[src/rtl/flag_ctrl_pkg.sv]
// Shared CPU constants: opcodes, condition codes, flag bit positions, halt FSM states.
package flag_ctrl_pkg;

  localparam int unsigned OP_W   = 4;
  localparam int unsigned CC_W   = 3;
  localparam int unsigned FLAG_W = 3;
  localparam int unsigned CNT_W  = 4;

  localparam logic [OP_W-1:0] OP_ADD    = 4'b0000;
  localparam logic [OP_W-1:0] OP_SUB    = 4'b0001;
  localparam logic [OP_W-1:0] OP_XOR    = 4'b0010;
  localparam logic [OP_W-1:0] OP_RED    = 4'b0011;
  localparam logic [OP_W-1:0] OP_SLL    = 4'b0100;
  localparam logic [OP_W-1:0] OP_SRA    = 4'b0101;
  localparam logic [OP_W-1:0] OP_ROR    = 4'b0110;
  localparam logic [OP_W-1:0] OP_PADDSB = 4'b0111;
  localparam logic [OP_W-1:0] OP_LW     = 4'b1000;
  localparam logic [OP_W-1:0] OP_SW     = 4'b1001;
  localparam logic [OP_W-1:0] OP_LLB    = 4'b1010;
  localparam logic [OP_W-1:0] OP_LHB    = 4'b1011;
  localparam logic [OP_W-1:0] OP_B      = 4'b1100;
  localparam logic [OP_W-1:0] OP_BR     = 4'b1101;
  localparam logic [OP_W-1:0] OP_PCS    = 4'b1110;
  localparam logic [OP_W-1:0] OP_HLT    = 4'b1111;

  localparam logic [CC_W-1:0] CC_NE = 3'b000;
  localparam logic [CC_W-1:0] CC_EQ = 3'b001;
  localparam logic [CC_W-1:0] CC_GT = 3'b010;
  localparam logic [CC_W-1:0] CC_LT = 3'b011;
  localparam logic [CC_W-1:0] CC_GE = 3'b100;
  localparam logic [CC_W-1:0] CC_LE = 3'b101;
  localparam logic [CC_W-1:0] CC_OV = 3'b110;
  localparam logic [CC_W-1:0] CC_UN = 3'b111;

  localparam int unsigned FLAG_N = 2;
  localparam int unsigned FLAG_V = 1;
  localparam int unsigned FLAG_Z = 0;

  typedef logic [FLAG_W-1:0] flags_t;

  typedef enum logic [1:0] {
    ST_RUN    = 2'd0,
    ST_DRAIN  = 2'd1,
    ST_HALTED = 2'd2
  } state_t;

  // Which flag bits an opcode is allowed to write.
  function automatic flags_t update_mask(input logic [OP_W-1:0] op);
    flags_t m;
    case (op)
      OP_ADD, OP_SUB:                 m = 3'b111;
      OP_XOR, OP_SLL, OP_SRA, OP_ROR: m = 3'b001;
      default:                        m = 3'b000;
    endcase
    return m;
  endfunction

endpackage

[src/rtl/flag_ctrl_if.sv]
// Pipeline-side signals of the flag controller: EX/decode inputs and flag/halt outputs.
interface flag_ctrl_if;
  import flag_ctrl_pkg::*;

  logic              Stall;
  logic              Flush;
  logic              ExValid;
  logic [OP_W-1:0]   ExOpcode;
  flags_t            AluFlag;
  logic              DecValid;
  logic [OP_W-1:0]   DecOpcode;
  logic [CC_W-1:0]   Cond;
  flags_t            Flags;
  logic              BranchTaken;
  logic              HaltPending;
  logic              Halt;

  modport master (
    output Stall, Flush, ExValid, ExOpcode, AluFlag, DecValid, DecOpcode, Cond,
    input  Flags, BranchTaken, HaltPending, Halt
  );

  modport slave (
    input  Stall, Flush, ExValid, ExOpcode, AluFlag, DecValid, DecOpcode, Cond,
    output Flags, BranchTaken, HaltPending, Halt
  );
endinterface

[src/rtl/flag_ctrl_branch_cond.sv]
// Combinational branch condition evaluator over {N,V,Z}.
module flag_ctrl_branch_cond
  import flag_ctrl_pkg::*;
(
  input  flags_t          flags,
  input  logic [CC_W-1:0] cond,
  output logic            taken_c
);

  logic n, v, z;

  assign n = flags[FLAG_N];
  assign v = flags[FLAG_V];
  assign z = flags[FLAG_Z];

  // Decode condition code against the supplied flags.
  always_comb begin
    taken_c = 1'b0;
    case (cond)
      CC_NE:   taken_c = ~z;
      CC_EQ:   taken_c = z;
      CC_GT:   taken_c = ~z & ~n;
      CC_LT:   taken_c = n;
      CC_GE:   taken_c = z | (~z & ~n);
      CC_LE:   taken_c = n | z;
      CC_OV:   taken_c = v;
      default: taken_c = 1'b1;
    endcase
  end

endmodule

[src/rtl/flag_ctrl.sv]
// Architectural N/V/Z register, EX->decode flag forwarding, branch resolve and HLT drain sequencing.
module flag_ctrl
  import flag_ctrl_pkg::*;
#(
  parameter int unsigned DRAIN_CYCLES = 3
) (
  input logic        clk,
  input logic        rst_n,
  flag_ctrl_if.slave bus
);

  state_t            state_q, state_d;
  logic [CNT_W-1:0]  cnt_q, cnt_d;
  flags_t            flags_q;
  flags_t            mask_c;
  flags_t            next_flags_c;
  flags_t            eff_flags_c;
  logic              upd_c;
  logic              wr_c;
  logic              halted_c;
  logic              pending_c;
  logic              is_branch_c;
  logic              cond_taken_c;
  logic              hlt_accept_c;

  // Flag merge; masked-out bits come only from the register so ALU X cannot leak.
  always_comb begin
    mask_c       = update_mask(bus.ExOpcode);
    next_flags_c = (bus.AluFlag & mask_c) | (flags_q & ~mask_c);
    upd_c        = bus.ExValid & ~bus.Flush & ~halted_c & (|mask_c);
    wr_c         = upd_c & ~bus.Stall;
    eff_flags_c  = upd_c ? next_flags_c : flags_q;
  end

  // Architectural flag register.
  always_ff @(posedge clk) begin
    if (!rst_n) begin
      flags_q <= '0;
    end else if (wr_c) begin
      flags_q <= next_flags_c;
    end
  end

  flag_ctrl_branch_cond u_branch_cond (
    .flags   (eff_flags_c),
    .cond    (bus.Cond),
    .taken_c (cond_taken_c)
  );

  // Branch resolves in decode against forwarded flags.
  always_comb begin
    is_branch_c     = (bus.DecOpcode == OP_B) || (bus.DecOpcode == OP_BR);
    bus.BranchTaken = bus.DecValid & ~bus.Flush & ~halted_c & is_branch_c & cond_taken_c;
  end

  // Halt FSM state and drain counter register.
  always_ff @(posedge clk) begin
    if (!rst_n) begin
      state_q <= ST_RUN;
      cnt_q   <= '0;
    end else begin
      state_q <= state_d;
      cnt_q   <= cnt_d;
    end
  end

  // Halt FSM next state; drain counter freezes on stall.
  always_comb begin
    state_d      = state_q;
    cnt_d        = cnt_q;
    hlt_accept_c = bus.DecValid & (bus.DecOpcode == OP_HLT) & ~bus.Flush & ~bus.Stall;
    case (state_q)
      ST_RUN: begin
        if (hlt_accept_c) begin
          state_d = ST_DRAIN;
          cnt_d   = CNT_W'(DRAIN_CYCLES - 1);
        end
      end
      ST_DRAIN: begin
        if (!bus.Stall) begin
          if (cnt_q == '0) begin
            state_d = ST_HALTED;
          end else begin
            cnt_d = cnt_q - CNT_W'(1);
          end
        end
      end
      ST_HALTED: begin
        state_d = ST_HALTED;
      end
      default: begin
        state_d = ST_RUN;
        cnt_d   = '0;
      end
    endcase
  end

  // Halt FSM outputs decoded from the state register.
  always_comb begin
    pending_c = 1'b0;
    halted_c  = 1'b0;
    case (state_q)
      ST_DRAIN:  pending_c = 1'b1;
      ST_HALTED: halted_c  = 1'b1;
      default: begin
        pending_c = 1'b0;
        halted_c  = 1'b0;
      end
    endcase
  end

  assign bus.Flags       = flags_q;
  assign bus.HaltPending = pending_c;
  assign bus.Halt        = halted_c;

endmodule

[src/flat_wrapper.sv]
// flat-port wrapper written by rule: the top's interface ports become plain ports
module flag_ctrl_flat import flag_ctrl_pkg::*;
#(
  parameter int unsigned DRAIN_CYCLES = 3
)
  (clk, rst_n, bus_Stall, bus_Flush, bus_ExValid, bus_ExOpcode, bus_AluFlag, bus_DecValid, bus_DecOpcode, bus_Cond, bus_Flags, bus_BranchTaken, bus_HaltPending, bus_Halt);
  flag_ctrl_if bus_i ();
  input logic clk;
  input logic rst_n;
  input wire logic [$bits(bus_i.Stall)-1:0] bus_Stall;
  input wire logic [$bits(bus_i.Flush)-1:0] bus_Flush;
  input wire logic [$bits(bus_i.ExValid)-1:0] bus_ExValid;
  input wire logic [$bits(bus_i.ExOpcode)-1:0] bus_ExOpcode;
  input wire logic [$bits(bus_i.AluFlag)-1:0] bus_AluFlag;
  input wire logic [$bits(bus_i.DecValid)-1:0] bus_DecValid;
  input wire logic [$bits(bus_i.DecOpcode)-1:0] bus_DecOpcode;
  input wire logic [$bits(bus_i.Cond)-1:0] bus_Cond;
  output wire logic [$bits(bus_i.Flags)-1:0] bus_Flags;
  output wire logic [$bits(bus_i.BranchTaken)-1:0] bus_BranchTaken;
  output wire logic [$bits(bus_i.HaltPending)-1:0] bus_HaltPending;
  output wire logic [$bits(bus_i.Halt)-1:0] bus_Halt;
  assign bus_i.Stall = bus_Stall;
  assign bus_i.Flush = bus_Flush;
  assign bus_i.ExValid = bus_ExValid;
  assign bus_i.ExOpcode = bus_ExOpcode;
  assign bus_i.AluFlag = bus_AluFlag;
  assign bus_i.DecValid = bus_DecValid;
  assign bus_i.DecOpcode = bus_DecOpcode;
  assign bus_i.Cond = bus_Cond;
  assign bus_Flags = bus_i.Flags;
  assign bus_BranchTaken = bus_i.BranchTaken;
  assign bus_HaltPending = bus_i.HaltPending;
  assign bus_Halt = bus_i.Halt;
  flag_ctrl #(.DRAIN_CYCLES(DRAIN_CYCLES)) u_core (.clk(clk), .rst_n(rst_n), .bus(bus_i));
endmodule
[config.mk]
export PLATFORM = sky130hd
export DESIGN_NAME = flag_ctrl_flat
export DESIGN_NICKNAME = d
export VERILOG_FILES = /design/src/rtl/flag_ctrl_pkg.sv /design/src/rtl/flag_ctrl_if.sv /design/src/rtl/flag_ctrl_branch_cond.sv /design/src/rtl/flag_ctrl.sv /design/src/flat_wrapper.sv
export SDC_FILE = /design/constraint.sdc
export NUM_CORES = 1
export LEC_CHECK = 0
export CORE_MARGIN = 10
export CORE_UTILIZATION = 39
export CTS_CLUSTER_SIZE = 14
export DETAILED_ROUTE_END_ITERATION = 6
export PLACE_DENSITY = 0.74
export SLEW_MARGIN = 20
export SYNTH_ARGS = -nofsm -noshare
export SYNTH_HDL_FRONTEND = slang
export SYNTH_SLANG_ARGS = --single-unit
[constraint.sdc]
create_clock -name clk -period 1.9 [get_ports clk]
set_clock_uncertainty 0.05 [all_clocks]
set_input_delay 0.19 -clock clk [delete_from_list [all_inputs] [get_ports clk]]
set_output_delay 0.19 -clock clk [all_outputs]
set_load 0.01 [all_outputs]
# Word-level counts from Yosys, hierarchy flattened
# Index checks and enable logic that the tools add are counted.
# word_totals
inputBits	20
ram_bits	0
regBits	9
latchBits	0
word_cells	71
n_memories	0
mem_bits_ro	0
# op_classes
n_lt_le_gt_ge	0
n_div	0
n_eq_ne	20
mux	13
mul	0
addsub	1
n_shift	0
bitwise_logic	24
reduce_logical	10
# op_table
op	n
1-bit bitwise AND	12
4-bit by 3-bit == test with 1-bit output (second input constant)	3
4-bit == test (second input constant)	3
4-bit 2-to-1 mux	3
4-bit one-hot mux with 3 select lines	1
3-bit == test (second input constant)	3
4-bit logical NOT	2
1-bit one-hot mux with 7 select lines	1
3-bit bitwise AND	2
3-bit by 2-bit == test with 1-bit output (second input constant)	2
2-bit 2-to-1 mux	3
1-bit NOT	6
2-bit one-hot mux with 3 select lines	1
3-bit one-hot mux with 2 select lines	1
4-bit by 1-bit == test with 1-bit output (second input constant)	1
4-bit by 2-bit == test with 1-bit output (second input constant)	1
2-bit by 1-bit inequality test with 1-bit output (second input constant)	2
2-bit inequality test (second input constant)	2
4-bit AND reduction	1
4-bit OR reduction	1
4-bit by 1-bit subtractor with 4-bit output (second input constant)	1
3-bit by 1-bit == test with 1-bit output (second input constant)	1
3-bit logical NOT	1
3-bit 2-to-1 mux	1
11 further kinds	13

# Logic depth before layout (Yosys ltp)
# logic_depth
ltp_word	12
mapped_depth	7
depth_no_buf	7

# Cells and area by module
# A second synthesis with hierarchy kept.
# unflattened
hier_cells	76
area_unflattened_um2	676.9
# modules_own_cells
module	cells_each	area_each_um2	n_inst
flag_ctrl	68	609.3	1
flag_ctrl_branch_cond	8	67.6	1

# Least setup slack after synthesis
# Ideal clock, no wire load.
# synth_path
path_type	reg-to-output
from	register u_core.state_q[0]
to	output bus_BranchTaken
stages_incl_launch_ff	8
path_slack_ns	-0.243
t_arrival_ns	1.903
required_ns	1.660
n_path_buf	0
path_cell_list	dfxtp_1 -> inv_1 -> ha_1 -> nor3b_4 -> nand2_4 -> mux2_4 -> and3_1 -> nor4_1
# synth_via
elab_chain_len	11
word_cells_on_any_way	15
# synth_lines
element	line	text
start: declaration	flag_ctrl.sv:12	state_t state_q, state_d;
start signal: assignment	flag_ctrl.sv:62	state_q <= state_d;
2-bit == test *	flag_ctrl.sv:102	case (state_q)
1-bit 2-to-1 mux *	flag_ctrl.sv:102	
via bus_Halt	flat_wrapper.sv:21	output wire logic [$bits(bus_i.Halt)-1:0] bus_Halt;
1-bit NOT *	flag_ctrl.sv:30, flag_ctrl.sv:53	
1-bit bitwise AND (2 in a row)	flag_ctrl.sv:30	upd_c = bus.ExValid & ~bus.Flush & ~halted_c & (|mask_c);
3-bit 2-to-1 mux	flag_ctrl.sv:32	eff_flags_c = upd_c ? next_flags_c : flags_q;
1-bit NOT, on equally long branches	flag_ctrl_branch_cond.sv:20, flag_ctrl_branch_cond.sv:22, flag_ctrl_branch_cond.sv:24	
1-bit bitwise AND	flag_ctrl_branch_cond.sv:22, flag_ctrl_branch_cond.sv:24	
1-bit bitwise OR	flag_ctrl_branch_cond.sv:24	CC_GE: taken_c = z | (~z & ~n);
1-bit one-hot mux with 7 select lines	flag_ctrl_branch_cond.sv:19	case (cond)
1-bit bitwise AND *	flag_ctrl.sv:53	bus.BranchTaken = bus.DecValid & ~bus.Flush & ~halted_c & is_branch_c & cond_taken_c;
end: declaration	flat_wrapper.sv:19	output wire logic [$bits(bus_i.BranchTaken)-1:0] bus_BranchTaken;
# The timed path passes the listed nets; every way through them passes the cells marked *.

# Final worst setup path
# layout_path
from	input bus_ExOpcode[3]
to	output bus_BranchTaken
# layout_via
elab_chain_len	12
word_cells_on_any_way	23
# layout_lines
element	line	text
start: declaration	flat_wrapper.sv:13	input wire logic [$bits(bus_i.ExOpcode)-1:0] bus_ExOpcode;
4-bit by 2-bit == test with 1-bit output, or another cell as far along	flag_ctrl_pkg.sv:50	case (op)
4-bit OR reduction / 2-bit OR reduction (equally long branches)	flag_ctrl_pkg.sv:50	
3-bit one-hot mux with 2 select lines *	flag_ctrl_pkg.sv:50	
3-bit NOT	flag_ctrl.sv:29	next_flags_c = (bus.AluFlag & mask_c) | (flags_q & ~mask_c);
3-bit bitwise AND	flag_ctrl.sv:29	
3-bit bitwise OR	flag_ctrl.sv:29	
3-bit 2-to-1 mux *	flag_ctrl.sv:32	
1-bit NOT, on equally long branches	flag_ctrl_branch_cond.sv:20, flag_ctrl_branch_cond.sv:22, flag_ctrl_branch_cond.sv:24	
1-bit bitwise AND	flag_ctrl_branch_cond.sv:22, flag_ctrl_branch_cond.sv:24	
1-bit bitwise OR	flag_ctrl_branch_cond.sv:24	
1-bit one-hot mux with 7 select lines *	flag_ctrl_branch_cond.sv:19	
1-bit bitwise AND *	flag_ctrl.sv:53	
# Every way passes the cells marked *; elsewhere a longest branch is shown, timed or not.

==> key figures <==
Detailed routing
  – Drt pass-1 iters: 4
  – Initial DRC Count: 14
  – WL/cell: 15.1 um
  – Drt total wl: 2.50 mm
  – DRC Markers: 0
  – Vias per cell: 5.14
  – DRT antenna net count: 0
  – Via count: 853

Place
  – Port Buffer Count: 25
  – GP Congestion: 0.801
  – Dpl cell area: 1230 um^2
  – HPWL Detailed: 1.99 mm

Power and ir drop
  – Comb pwr share: 50.8%
  – VDD IR max: 0.000461 V
  – Net Sw Power: 0.260 mW
  – Power share of the clock group: 20.3%
  – Internal power: 0.514 mW
  – Total Power: 0.774 mW
  – LEAKAGE: 0.562 nW
  – Sequential share of power: 28.9%
  – Pwr dens: 588 nW/um^2
  – Switching share of power: 33.6%

Setup path
  – Reg-to-reg startpoint: u_core.state_q[0]$_SDFFE_PN0P_
  – Crit path kind: primary input to output port
  – Worst EP required: 1.66 ns
  – CP arrival: 2.13 ns
  – Critical Path Start Type: primary input
  – Largest stage delay, worst path: 0.44 ns
  – Critical path, cell by cell: clkdlybuf4s50_1, nor3_2, mux2_4, a2111o_1, a221oi_4, nor4_4, buf_2
  – Critical path peak fanout: 2
  – Critical Path Source: bus_ExOpcode[3]
  – Critical path's top delay family: compound AO/OA/AOI/OAI gates
  – Buf+Inv Stages, Crit Path: 2
  – Setup crit end kind: output port
  – Slowest CP cell: clkdlybuf4s50_1

STA
  – Setup violators final: 1
  – Slew @ Worst Pin: 0.323 ns
  – RSZ-0062 raised after global routing: yes
  – Slew Viols, Final: 0
  – Fin crit period: 2.37 ns
  – Setup ws final: -0.469 ns
  – Fmax: 422 MHz
  – Final Hold Vio Count: 0
  – Max-slew headroom: 78.4%
  – Tcrit/Tclk final: 125%

Logic synthesis
  – Avg Cell Area, Syn: 8.53 um^2
  – Synth Register Bits: 9
  – Top cells by area, synth: dfxtp_1, ha_1, inv_1
  – Cell area after synthesis: 742 um^2
  – Cells after Synth: 87
  – Register area share after synthesis: 24.3%
  – Synth area leader: dfxtp_1
  – Prevailing post-synth register cell: dfxtp_1
  – Synth top area share: 24.3%
  – Fraction of registers with async set/reset: 0%
  – Unique cell type count in the Yosys netlist: 37
  – Post-Syn Nets: 112
  – Number of flops mapped to enable cells by yosys: 0
  – Yosys warning count: 0

GRT
  – Antenna violations before repair: 0
  – Vias in the first global route: 905
  – Largest net degree at the start of global routing: 12
  – Global route overflow: 0
  – First-pass GRT wire length: 4.24 mm
  – Total GRT Usage: 12.7%

Outcome
  – Failing checks: setup timing
  – Status: complete, but fails checks

Clock network
  – Clock Latency Late Sink: 0.27 ns
  – CTS Buf Count: 3
  – Root Buffer: clkbuf_4
  – CTS tree: done
  – TritonCTS sink count: 9
  – H-tree depth: 1
  – Reg clk slew, reported paths: 0.07 ns
  – Largest buffer count on any clock path: 2
  – CTS Hold Bufs: 0

Floorplanning
  – Starting Density: 42.1%
  – # rows: 15
  – Core ar.: 1760 um^2
  – Die Y: 63.6 um
  – Total die area: 4050 um^2
  – Die width: 63.6 um
  – I/O Pins: 26

Worst hold path
  – Hold Crit Class: register to register
  – Hold_sp: u_core.cnt_q[0]$_SDFFE_PN0P_

Layout
  – Final #Nets: 167
  – Share of layout cells above drive strength 1: 35.5%
  – Layout Area Growth over Synthesis: 77.4%
  – Final Instance Area: 1320 um^2
  – Filler cells: 148
  – Diode count: 0

Run
  – Max cap viols: 0
-- stage by stage --
stage	setup slack [ns]	std cells	setup TNS [ns]	hold slack, ns	util [%]
after floorplan	0.00456	87	0	0.309	-
after global placement	-0.857	159	-1.25	0.414	69.9
after detailed placement	-0.925	159	-1.62	0.434	69.9
after CTS	-0.460	166	-0.460	0.444	74.0
after global routing	-0.519	166	-0.519	0.471	74.6
final	-0.469	166	-0.469	0.444	74.6
-- per-layer routing --
layer | track usage, % | vias up | share of wire, %
met4 | 4.92 | 0 | 1.6
met3 | 3.71 | 5 | 4.1
met1 | 12.8 | 401 | 40
met5 | 0 | - | 0
met2 | 23.6 | 17 | 54
li1 | - | 430 | -
-- flip-flops by register name, summed over array words and instances (netlist names) --
| name | count |
|---|---|
| u_core.cnt_q | 4 |
| u_core.bus.Flags | 3 |
| u_core.state_q | 2 |
-- path summary, 6_finish.rpt --
path	endpoint	slack [ns]	cells after the start
max	bus_BranchTaken	-0.47	7
min	u_core.cnt_q[0]$_SDFFE_PN0P_	0.44	2
max reg2reg	u_core.bus.Flags[2]$_SDFFE_PN0P_	0.17	8
min reg2reg	u_core.cnt_q[0]$_SDFFE_PN0P_	0.44	2
-- power by group through the flow --
| stage | Clock [mW] | Combinational (mW) | Sequential (mW) |
|---|---|---|---|
| after global placement | 0 | 0.354 | 0.227 |
| after floorplan | 0 | 0.190 | 0.226 |
| after CTS | 0.165 | 0.387 | 0.223 |
| final | 0.157 | 0.393 | 0.224 |
| after detailed placement | 0 | 0.366 | 0.228 |
| after global routing | 0.172 | 0.433 | 0.227 |
-- worst register-to-register path: stages (launching register included) --
cell	delay [ns]
dfxtp_2	0.35
inv_2	0.05
ha_4	0.17
nor3b_4	0.27
nand2_4	0.10
buf_4	0.16
nor3_2	0.20
mux2i_1	0.23
nor2b_1	0.06
-- cells in the mapped netlist, types with 2 or more instances --
cell type and count:
or3_1 2, dfxtp_1 9, and3_1 2, inv_1 10, nor3_2 2, ha_1 5, o22ai_1 3, a21oi_1 6
mux2_4 2, nor2_1 2, a21boi_0 2, nand2_1 6, nand3b_1 2, mux2i_1 3, nand3_1 2, o41ai_1 2
nor2b_1 5, o21ai_0 3
-- logic make-up after synthesis --
logic type               share of synthesized area [%]
AND/OR/NAND/NOR                                   30.9
AO/OA/AOI/OAI                                     22.8
buffers and inverters                             5.56
flip-flops                                        24.3
multiplexers                                      8.09
adder cells (fa/ha/maj)                           8.43
-- placed cells by master, fill, tap and decap left out, types with 2 or more instances in the layout --
cell type         n
o21ai_0           3
clkbuf_4          3
nor2b_1           5
dfxtp_1           8
clkdlybuf4s50_1  23
mux2_4            2
o22ai_1           3
a21oi_1           6
or3_1             2
mux2i_1           3
nor2_1            2
ha_1              3
inv_1             9
nand3b_1          2
nor3_2            2
buf_4            26
nand2_1           6
nand3_1           2
-- layout make-up --
cell class	count	area [um^2]	share of cell area, %
multi-input cells	67	601	45.6
repair buffers	51	439	33.4
flip-flops and latches	9	181	13.8
inverters	10	37.5	2.85
well taps	25	31.3	2.38
clock buffers	4	26.3	2.00
-- repair_timing --
action                                  4_1_cts  5_1_grt
setup buffers                                 3        0
pin swaps                                     9        0
endpoints found under the setup margin        1        2
gates resized for setup                       9        3
Power figures use the tool's default switching activity.
